==> src/rtl/multicycle_control_fsm.sv <==
// Multicycle RV32I control FSM: sequences fetch/decode/execute/memory/writeback and drives ALU/mux selects.
// Optional macro ILLEGAL_TRAP_EN: illegal instructions park the FSM in a sticky TRAP state.
//
// state    | meaning
// FETCH    | read instruction at PC, PC <= PC+4 when mem_ready
// DECODE   | ALUOut <= old PC + imm (branch target), dispatch on opcode
// MEMADR   | ALUOut <= rs1 + imm
// MEMREAD  | read data at ALUOut until mem_ready
// MEMWB    | rd <= data register
// MEMWRITE | store at ALUOut until mem_ready
// EXECUTER | ALUOut <= rs1 op rs2
// EXECUTEI | ALUOut <= rs1 op imm
// ALUWB    | rd <= ALUOut
// JAL      | PC <= branch target, ALUOut <= old PC + 4
// BRANCH   | compare rs1 - rs2, PC <= target if taken
// TRAP     | illegal instruction seen, waits for reset (ILLEGAL_TRAP_EN only)
module multicycle_control_fsm #(
    parameter int STATE_W = 4
) (
    input  logic       clk,
    input  logic       rst_n,
    input  logic [6:0] opcode,
    input  logic [2:0] funct3,
    input  logic       funct7_5,
    input  logic       zero_flag,
    input  logic       negative_flag,
    input  logic       mem_ready,
    output logic       pc_write,
    output logic       adr_src,
    output logic       mem_write,
    output logic       ir_write,
    output logic       reg_write,
    output logic [1:0] result_src,
    output logic [1:0] alu_src_a,
    output logic [1:0] alu_src_b,
    output logic [1:0] imm_src,
    output logic [2:0] alu_control,
    output logic       illegal_instr
);
    localparam logic [STATE_W-1:0] S_FETCH    = STATE_W'(0);
    localparam logic [STATE_W-1:0] S_DECODE   = STATE_W'(1);
    localparam logic [STATE_W-1:0] S_MEMADR   = STATE_W'(2);
    localparam logic [STATE_W-1:0] S_MEMREAD  = STATE_W'(3);
    localparam logic [STATE_W-1:0] S_MEMWB    = STATE_W'(4);
    localparam logic [STATE_W-1:0] S_MEMWRITE = STATE_W'(5);
    localparam logic [STATE_W-1:0] S_EXECR    = STATE_W'(6);
    localparam logic [STATE_W-1:0] S_EXECI    = STATE_W'(7);
    localparam logic [STATE_W-1:0] S_ALUWB    = STATE_W'(8);
    localparam logic [STATE_W-1:0] S_JAL      = STATE_W'(9);
    localparam logic [STATE_W-1:0] S_BRANCH   = STATE_W'(10);
`ifdef ILLEGAL_TRAP_EN
    localparam logic [STATE_W-1:0] S_TRAP     = STATE_W'(11);
    localparam logic [STATE_W-1:0] S_ILL      = S_TRAP;
`else
    localparam logic [STATE_W-1:0] S_ILL      = S_FETCH;
`endif

    localparam logic [6:0] OP_LW  = 7'b0000011;
    localparam logic [6:0] OP_SW  = 7'b0100011;
    localparam logic [6:0] OP_R   = 7'b0110011;
    localparam logic [6:0] OP_I   = 7'b0010011;
    localparam logic [6:0] OP_JAL = 7'b1101111;
    localparam logic [6:0] OP_BR  = 7'b1100011;

    localparam logic [2:0] ALU_ZERO = 3'b000;
    localparam logic [2:0] ALU_AND  = 3'b001;
    localparam logic [2:0] ALU_XOR  = 3'b010;
    localparam logic [2:0] ALU_SUB  = 3'b011;
    localparam logic [2:0] ALU_ADD  = 3'b100;
    localparam logic [2:0] ALU_OR   = 3'b101;
    localparam logic [2:0] ALU_LSL  = 3'b110;
    localparam logic [2:0] ALU_LSR  = 3'b111;

    logic [STATE_W-1:0] state_q, state_d;
    logic [2:0]         alu_fn;
    logic               fn_legal;
    logic               pc_write_c, mem_write_c, ir_write_c, reg_write_c;

    always_ff @(posedge clk or negedge rst_n) begin
        if (!rst_n) state_q <= S_FETCH;
        else        state_q <= state_d;
    end

    // Funct decode shared by EXECUTER and EXECUTEI; SUB only exists for R-type.
    always_comb begin
        fn_legal = 1'b1;
        alu_fn   = ALU_ZERO;
        case (funct3)
            3'b000:  alu_fn = (opcode == OP_R && funct7_5) ? ALU_SUB : ALU_ADD;
            3'b001:  alu_fn = ALU_LSL;
            3'b100:  alu_fn = ALU_XOR;
            3'b101:  alu_fn = ALU_LSR;
            3'b110:  alu_fn = ALU_OR;
            3'b111:  alu_fn = ALU_AND;
            default: fn_legal = 1'b0;
        endcase
    end

    always_comb begin
        state_d = state_q;
        case (state_q)
            S_FETCH:    if (mem_ready) state_d = S_DECODE;
            S_DECODE: begin
                case (opcode)
                    OP_LW, OP_SW: state_d = S_MEMADR;
                    OP_R:         state_d = S_EXECR;
                    OP_I:         state_d = S_EXECI;
                    OP_JAL:       state_d = S_JAL;
                    OP_BR:        state_d = S_BRANCH;
                    default:      state_d = S_ILL;
                endcase
            end
            S_MEMADR:   state_d = (opcode == OP_LW) ? S_MEMREAD : S_MEMWRITE;
            S_MEMREAD:  if (mem_ready) state_d = S_MEMWB;
            S_MEMWRITE: if (mem_ready) state_d = S_FETCH;
            S_EXECR,
            S_EXECI:    state_d = fn_legal ? S_ALUWB : S_ILL;
            S_JAL:      state_d = S_ALUWB;
`ifdef ILLEGAL_TRAP_EN
            S_TRAP:     state_d = S_TRAP;
`endif
            default:    state_d = S_FETCH;
        endcase
    end

    always_comb begin
        pc_write_c  = 1'b0;
        adr_src     = 1'b0;
        mem_write_c = 1'b0;
        ir_write_c  = 1'b0;
        reg_write_c = 1'b0;
        result_src  = 2'b00;
        alu_src_a   = 2'b00;
        alu_src_b   = 2'b00;
        alu_control = ALU_ZERO;
        case (state_q)
            S_FETCH: begin
                alu_src_b   = 2'b10;
                alu_control = ALU_ADD;
                result_src  = 2'b10;
                ir_write_c  = mem_ready;
                pc_write_c  = mem_ready;
            end
            S_DECODE: begin
                alu_src_a   = 2'b01;
                alu_src_b   = 2'b01;
                alu_control = ALU_ADD;
            end
            S_MEMADR: begin
                alu_src_a   = 2'b10;
                alu_src_b   = 2'b01;
                alu_control = ALU_ADD;
            end
            S_MEMREAD:  adr_src = 1'b1;
            S_MEMWB: begin
                result_src  = 2'b01;
                reg_write_c = 1'b1;
            end
            S_MEMWRITE: begin
                adr_src     = 1'b1;
                mem_write_c = 1'b1;
            end
            S_EXECR: begin
                alu_src_a   = 2'b10;
                alu_control = alu_fn;
            end
            S_EXECI: begin
                alu_src_a   = 2'b10;
                alu_src_b   = 2'b01;
                alu_control = alu_fn;
            end
            S_ALUWB:    reg_write_c = 1'b1;
            S_JAL: begin
                alu_src_a   = 2'b01;
                alu_src_b   = 2'b10;
                alu_control = ALU_ADD;
                pc_write_c  = 1'b1;
            end
            S_BRANCH: begin
                alu_src_a   = 2'b10;
                alu_control = ALU_SUB;
                case (funct3)
                    3'b000:  pc_write_c = zero_flag;
                    3'b001:  pc_write_c = !zero_flag;
                    3'b100:  pc_write_c = negative_flag;
                    3'b101:  pc_write_c = !negative_flag;
                    default: pc_write_c = 1'b0;
                endcase
            end
            default: ;
        endcase
    end

    always_comb begin
        case (opcode)
            OP_LW, OP_I: imm_src = 2'b00;
            OP_SW:       imm_src = 2'b01;
            OP_BR:       imm_src = 2'b10;
            OP_JAL:      imm_src = 2'b11;
            default:     imm_src = 2'b00;
        endcase
    end

    // State is already FETCH during reset; strobes are also gated so a high
    // mem_ready cannot leak ir_write/pc_write while rst_n is low.
    assign pc_write  = pc_write_c  & rst_n;
    assign mem_write = mem_write_c & rst_n;
    assign ir_write  = ir_write_c  & rst_n;
    assign reg_write = reg_write_c & rst_n;
`ifdef ILLEGAL_TRAP_EN
    assign illegal_instr = (state_q == S_TRAP) & rst_n;
`else
    assign illegal_instr = 1'b0;
`endif
endmodule

==> config.mk <==
export PLATFORM = sky130hd
export DESIGN_NAME = multicycle_control_fsm
export DESIGN_NICKNAME = d
export VERILOG_FILES = /design/src/rtl/multicycle_control_fsm.sv
export SDC_FILE = /design/constraint.sdc
export NUM_CORES = 1
export LEC_CHECK = 0
export BUFFER_PORTS_ARGS = -buffer_cell sky130_fd_sc_hd__buf_2
export CAP_MARGIN = 25
export CELL_PAD_IN_SITES_DETAIL_PLACEMENT = 0
export CELL_PAD_IN_SITES_GLOBAL_PLACEMENT = 1
export CORE_AREA = 2 2 53 55
export CTS_CLUSTER_DIAMETER = 150
export DETAILED_ROUTE_END_ITERATION = 8
export DIE_AREA = 0 0 55 57
export HOLD_SLACK_MARGIN = 0.15
export PLACE_DENSITY = 0.66
export SLEW_MARGIN = 20
export SYNTH_ARGS = -nofsm -noshare
export SYNTH_HDL_FRONTEND = slang
export SYNTH_SLANG_ARGS = --single-unit
==> constraint.sdc <==
create_clock -name clk -period 1.41 [get_ports clk]
set_input_delay 0.282 -clock clk [delete_from_list [all_inputs] [get_ports clk]]
set_output_delay 0.282 -clock clk [all_outputs]
set_load 0.01 [all_outputs]
After elaboration in Yosys (flattened, before gate mapping)
Index checks and enable logic that the tools add are counted.
{ "classes": {"n_bitwise": 4, "reduce_logical": 16, "eq_ne": 24, "n_mux": 21} }
{ "op_table": {"columns": ["op", "n"], "rows": [
  ["4-bit one-hot mux with 7 select lines", 1],
  ["4-bit one-hot mux with 5 select lines", 1],
  ["3-bit one-hot mux with 6 select lines", 1],
  ["4-bit by 3-bit == test with 1-bit output, second input constant", 4],
  ["4-bit 2-to-1 mux", 4],
  ["7-bit by 6-bit == test with 1-bit output, second input constant", 2],
  ["7-bit == test, second input constant", 2],
  ["3-bit == test, second input constant", 4],
  ["4-bit == test, second input constant", 3],
  ["2-bit one-hot mux with 2 select lines", 3],
  ["2-bit OR reduction", 6],
  ["3-bit one-hot mux with 3 select lines", 1],
  ["4-bit by 2-bit == test with 1-bit output, second input constant", 2],
  ["4-bit OR reduction", 2],
  ["7-bit by 2-bit == test with 1-bit output, second input constant", 1],
  ["7-bit by 5-bit == test with 1-bit output, second input constant", 1],
  ["3-bit 2-to-1 mux", 2],
  ["2-bit inequality test, second input constant", 3],
  ["2-bit one-hot mux with 3 select lines", 1],
  ["6-bit OR reduction", 1],
  ["1-bit 2-to-1 mux", 5],
  ["1-bit bitwise AND", 4],
  ["4-bit by 1-bit == test with 1-bit output, second input constant", 1],
  ["4-bit zero test", 1],
  ["other kinds (8)", 9]
]} }
{ "word_totals": {"in_bits": 16, "elab_cells": 66, "register_bits": 4, "output_inout_bits": 17} }

Longest topological paths before layout
Gate-level depths: netlist of the first run.
{ "depth": {"ltp_word": 5, "ltp_mapped": 5, "ltp_nobuf": 4} }

Worst setup path before layout of the first run
No wires, ideal clock.
{ "synth_path": {"path_type": "reg-to-output", "startpoint": "register state_q[2]", "endpoint": "output port ir_write", "stages_incl_launch_ff": 4, "required_ps": 1128, "n_path_buf": 1, "t_arrival_ps": 1472, "path_slack_ps": -344, "cell_sequence": "dfrtp_1 buf_1 nor4_1 and3_1"} }
{ "synth_via": {"elab_chain_cells": 3} }
{ "synth_lines": {"columns": ["element", "line_no", "source"], "rows": [
  ["from (decl)", "74", "logic [STATE_W-1:0] state_q, state_d;"],
  ["from (signal assigned)", "81", "else state_q <= state_d;"],
  ["4-bit zero test", "136", "case (state_q)"],
  ["1-bit 2-to-1 mux", "136", null],
  ["1-bit bitwise AND", "208", "assign ir_write = ir_write_c & rst_n;"],
  ["to (decl)", "31", "output logic ir_write,"]
]} }
No other way between the ends.

Final worst setup path of the first run
{ "layout_path": {"startpoint": "register state_q[3]", "endpoint": "output port ir_write"} }
The elaborated chain is that of the path after synthesis.

==> reports/results.ini, run 1 <==
[synth]
netlist_area_um2=624
syn-num-nets=107
synth-seq-cells=4
synth.top_cell.area_share=0.160
seq_area_frac_synth=0.160
yosysWarnings=0
yosys.area.top_type=dfrtp_1
synth_cell_type_count=38
synth.avg_cell_area_um2=6.86
synth_cells=91
ys_top_cells_by_area=dfrtp_1 16%, a21oi_1 8.0%, nor3_1 5.6%, nor2_1 5.4%, nand2b_1 5.0%

[status]
violations=negative setup slack
status=finished, violations left

[critical_path]
worstPathRequired_ns=1.13
arrival_ns=1.40
crit_type=reg -> out
path_cells=buf_6 > nor4_4 > and3_1 > buf_2
worstPathMaxFanout=5
slowest_stage=dfrtp_2
critPathCaptureType=primary output
slowest_delay_ns=0.42
start_kind=register

[timing]
setup_ws_ns=-0.272
fin_crit_ns=1.68
skew_ns=0.000147
maxSlewViolCount=0
setup_violations=15
rsz0062_at_grt=yes
hold_viol_final=0
fin_crit_sh=1.19
max_freq_ghz=0.595

[power]
p_int_uw=869
p_switching_uw=691
p_leak_nw=0.558
sw_frac_of_total=0.443
power_frac_seq=0.141
powerDensity_nw_per_um2=1320
ir_drop_mv=0.784
clock_power_share=0.086
pwr-share-comb=0.773

[global_routing]
antenna_found_initial=0
overflow=0
grt_pass1_vias=880
grt_pass1_wl_mm=3.65
grt_usage=0.154
grt_max_degree=8

[placed_design]
gp_congestion=0.857
placed_cell_area_um2=1040
dp_hpwl_mm=1.74
dpl_worst_slack_ns=-0.347
numPortBuffers=31

[floorplanning]
rows=19
start_util=0.239
die_w_um=55
core_region_area_um2=2620
fp.dieH_um=57
die-area_um2=3140
ios=33

[cells_and_area]
layout_common_cells=30 x buf_4, 29 x buf_2, 8 x a21oi_1
area_delta_synth_final_pct=89.2
nFillCells=272
regMostFlops=state_q
final_nets=169
largest_register_ff_count=4
stdcell_area_um2=1180
antenna_cells=0
drive_above_1_share=0.596
reg.largest.list=state_q x4
final_util=0.452
layout_commonest_cell=buf_4

[worst_hold_path]
hold_class=in -> reg

[clock_tree]
cts_buffer_depth=2
cts_num_sinks=4
numCtsBuffers=3
tritoncts=built
clkLatencyLatePin_ns=0.23
clockRootBuffer=clkbuf_4
clk_pin_slew_ns=0.03
htree_levels=1

[detailed_routing]
via_count=901
drtIter0Drc=5
wirelength_mm=2.22
detail-route-antenna-nets=0
firstDrtPassIters=4
via_per_inst=4.95
wl_per_cell_um=12.2
drc_errors=0

[flow_run]
max_cap_violations=0

==> power by group through the flow <==
stage | Sequential (mW) | Combinational [mW] | Clock, mW
floorplan | 0.169 | 0.674 | 0
global placement | 0.212 | 1.11 | 0
detailed placement | 0.214 | 1.13 | 0
CTS | 0.220 | 1.18 | 0.139
global route | 0.226 | 1.33 | 0.154
finish | 0.220 | 1.21 | 0.135
==> per-stage QoR <==
stage	setup TNS, ns	power, mW	cells	hold WS, ns
after global routing	-3.48	1.71	182	0.482
after global placement	-1.59	1.32	174	0.128
final	-2.32	1.56	182	0.448
after detailed placement	-1.81	1.34	174	0.130
after CTS	-2.55	1.54	181	0.442
after floorplan	-0.325	0.843	91	-0.0136
==> path summary, 6_finish.rpt <==
path,from,end,slack [ns],depth (start not counted)
worst max-delay path,state_q[3]$_DFFE_PN0P_,ir_write,-0.27,4
worst min-delay path,funct3[1],state_q[3]$_DFFE_PN0P_,0.45,3
worst max register to register,state_q[3]$_DFFE_PN0P_,state_q[2]$_DFFE_PN0P_,0.06,5
worst min register to register,state_q[3]$_DFFE_PN0P_,state_q[3]$_DFFE_PN0P_,0.72,3
max in group asynchronous,rst_n,state_q[0]$_DFFE_PN0P_,0.72,2
min in group asynchronous,rst_n,state_q[2]$_DFFE_PN0P_,0.50,2
==> worst max-delay path: cells and delay by family, from the launching register on <==
family,cells,cell delay [ns]
buf+inv,2,0.27
flops,1,0.42
simple gates,2,0.47
==> Yosys cell counts (all sizes together) <==
cell type / number
xor2: 2
o21a: 1
or4b: 1
dfrtp: 4
nand2b: 5
conb: 1
mux2i: 2
xnor2: 3
a221oi: 1
a21oi: 10
nand4: 2
inv: 2
nor4b: 2
nor3b: 2
nand3: 2
o21ai: 4
nor2: 9
nand2: 5
or3: 2
nor3: 7
nand4b: 1
a31oi: 1
o22ai: 1
clkbuf: 3
buf: 4
a211oi: 1
o31ai: 1
nor2b: 3
o311a: 1
a21o: 1
mux2: 1
and3: 2
nor4: 3
o2bb2ai: 1
==> cell families (layout without fill, tap and decap cells) <==
logic type             count (synthesis)  count (layout)  synth area share
AO/OA/AOI/OAI                         23              23             0.224
XOR/XNOR                               5               5            0.0702
other                                  1               1           0.00601
AND/OR/NAND/NOR                       46              46             0.427
multiplexers                           3               3            0.0501
flip-flops                             4               4             0.160
buffers and inverters                  9              69            0.0621
==> layer usage <==
metal / wire length [µm] / track usage
met3: 120 / 0.0105
met4: 27 / 0.0697
met5: 0 / 0
met1: 955 / 0.193
met2: 1110 / 0.260
==> layout make-up <==
class,instances,area [µm²],share of cell area
well taps,31,38.8,0.0328
flip-flops and latches,4,104,0.0879
multi-input cells,78,583,0.494
inverters,2,7.51,0.00636
clock buffers,3,22.5,0.0191
repair buffers,64,425,0.360
==> repair_timing <==
action / CTS / global route
gates resized for setup: 14 / 6
hold buffers: 1 / 0
setup buffers: 3 / 1
setup endpoints to repair: 17 / 17
pin swaps: 4 / 7
endpoints found under the hold margin: 4 / 0
(Power assumes the default switching activity.)
==> run 2: changes to the inputs <==
SKIP_LAST_GASP = 1   (was default)
clock period = 1.5 ns   (was 1.41 ns; I/O delays follow)
==> reports/results.ini, run 2 (same netlist as run 1, synthesis figures left out) <==
[placed_design]
place_inst=168  ; -3.4%
placed_cell_area_um2=986  ; -5.3%
dp_hpwl_mm=1.66  ; -4.4%
gp_congestion=0.787  ; -8.1%
numPortBuffers=31  ; unchanged

[cells_and_area]
layout_commonest_cell=buf_2
nFillCells=241  ; -11%
regArea_um2=104  ; unchanged
stdcell_area_um2=1330  ; +12%
reg.largest.list=state_q x4
multiInputGateArea_um2=637  ; +9.2%
area_delta_synth_final_pct=112
drive_above_1_share=0.658  ; +0.0622
regMostFlops=state_q
layout_common_cells=29 x buf_2, 27 x buf_4, 14 x buf_6
final_nets=176  ; +4.1%
largest_register_ff_count=4  ; unchanged
fin_cells=189  ; +3.8%
antenna_cells=0  ; unchanged

[floorplanning]
core_region_area_um2=2620  ; unchanged
ios=33  ; unchanged
die-area_um2=3140  ; unchanged
start_util=0.239  ; unchanged
rows=19  ; unchanged
die_w_um=55  ; unchanged
fp.dieH_um=57  ; unchanged

[clock_tree]
numCtsBuffers=3  ; unchanged
clockRootBuffer=clkbuf_4
cts_num_sinks=4  ; unchanged
tritoncts=built
htree_levels=1  ; unchanged
clkLatencyLatePin_ns=0.23  ; about the same
clk_pin_slew_ns=0.03  ; about the same
cts_buffer_depth=2  ; unchanged

[global_routing]
antenna_found_initial=0  ; unchanged
grt_pass1_vias=868  ; -1.4%
grt_max_degree=9  ; +1
grt_usage=0.150  ; -0.00400
overflow=0  ; unchanged
grt_pass1_wl_mm=3.59  ; -1.7%

[power]
power_frac_seq=0.115  ; -0.026
p_leak_nw=0.606  ; +8.5%
clock_power_share=0.072  ; -0.014
p_switching_uw=755  ; +9.2%
powerDensity_nw_per_um2=1370  ; +4.0%
p_int_mw=1.07  ; +23%
pwr-share-comb=0.813  ; +0.040
p_total_mw=1.82  ; +17%
ir_drop_mv=0.852  ; +8.6%
sw_frac_of_total=0.415  ; -0.0285

[timing]
rsz0062_at_grt=yes
setup_ws_ns=-0.189  ; +0.0827 ns
whs_ns=0.456  ; +0.00733 ns
max_freq_ghz=0.592
fin_crit_ns=1.69
fin_crit_sh=1.13
skew_ns=0.00556  ; +0.00541 ns
tns_ns=-1.40  ; +0.912 ns
maxSlewViolCount=0  ; unchanged
hold_viol_final=0  ; unchanged
setup_violations=16  ; +1

[critical_path]
critPathCaptureType=primary output
arrival_ns=1.39  ; about the same
slowest_delay_ns=0.40  ; -0.02 ns
worstPathRequired_ns=1.20  ; +0.07 ns
start_kind=primary input
slowest_stage=or3_4
worstPathMaxFanout=3  ; -2
path_cells=buf_6 > or3_4 > nor3_4 > nor3_2 > o31ai_2 > buf_2
crit_type=in -> out

[detailed_routing]
drc_errors=0  ; unchanged
detail-route-antenna-nets=0  ; unchanged
firstDrtPassIters=5  ; +1
wl_per_cell_um=12.2  ; +0.43%
wirelength_mm=2.31  ; +4.3%
via_per_inst=4.96  ; +0.14%
via_count=937  ; +4.0%
drtIter0Drc=21  ; +16

[worst_hold_path]
hold_class=in -> reg

[status]
status=finished, violations left
violations=negative setup slack

[flow_run]
max_cap_violations=0  ; unchanged

run 2: through the flow:
step | setup WS, ns | utilization
final | -0.189 | 0.507
after global routing | -0.231 | 0.507
after CTS | -0.191 | 0.471
after detailed placement | -0.320 | 0.377
after global placement | -0.299 | 0.377
after floorplan | -0.0872 | -
run 2: layer usage:
| metal | track usage | up-vias | part of all wire |
|---|---|---|---|
| met2 | 0.272 | 27 | 0.53 |
| li1 | - | 468 | - |
| met4 | 0.0453 | 0 | 0.0082 |
| met5 | 0 | - | 0 |
| met1 | 0.181 | 440 | 0.42 |
| met3 | 0.0105 | 2 | 0.040 |
run 2: worst paths after layout:
check	start	end	slack, ns	depth (start not counted)
max in group asynchronous	rst_n	state_q[3]$_DFFE_PN0P_	0.79	2
worst min-delay path	funct3[1]	state_q[3]$_DFFE_PN0P_	0.46	3
min in group asynchronous	rst_n	state_q[1]$_DFFE_PN0P_	0.50	2
worst min register to register	state_q[3]$_DFFE_PN0P_	state_q[1]$_DFFE_PN0P_	0.67	2
worst max register to register	state_q[0]$_DFFE_PN0P_	state_q[2]$_DFFE_PN0P_	0.02	9
worst max-delay path	opcode[2]	alu_control[1]	-0.19	6
run 2: critical path: cells and delay by family:
family | cells | cell delay, ns
and+or+nand+nor | 3 | 0.65
AOI/OAI and AO/OA | 1 | 0.18
buffers and inverters | 2 | 0.25
run 2: repair_timing:
| action | 4_1_cts | 5_1_grt |
|---|---|---|
| buffers inserted | 15 | 2 |
| hold buffers | 1 | 0 |
| hold endpoints to repair | 4 | 0 |
| pin swaps | 9 | 9 |
| endpoints found under the setup margin | 15 | 20 |
| gates resized for setup | 27 | 16 |
run 2: power groups by stage:
stage | clock network (mW) | registers, mW | logic (mW)
4_1_cts | 0.139 | 0.209 | 1.33
3_5_place_dp | 0 | 0.196 | 0.998
3_3_place_gp | 0 | 0.199 | 0.984
5_1_grt | 0.142 | 0.215 | 1.61
6_report | 0.131 | 0.209 | 1.48
2_1_floorplan | 0 | 0.159 | 0.624
run 2: cell type report:
cell class,instances,area share
Clock buffer,3,0.0170
Inverter,2,0.00567
Multi-Input combinational cell,78,0.481
Sequential cell,4,0.0784
Tap cell,31,0.0293
Timing Repair Buffer,71,0.389
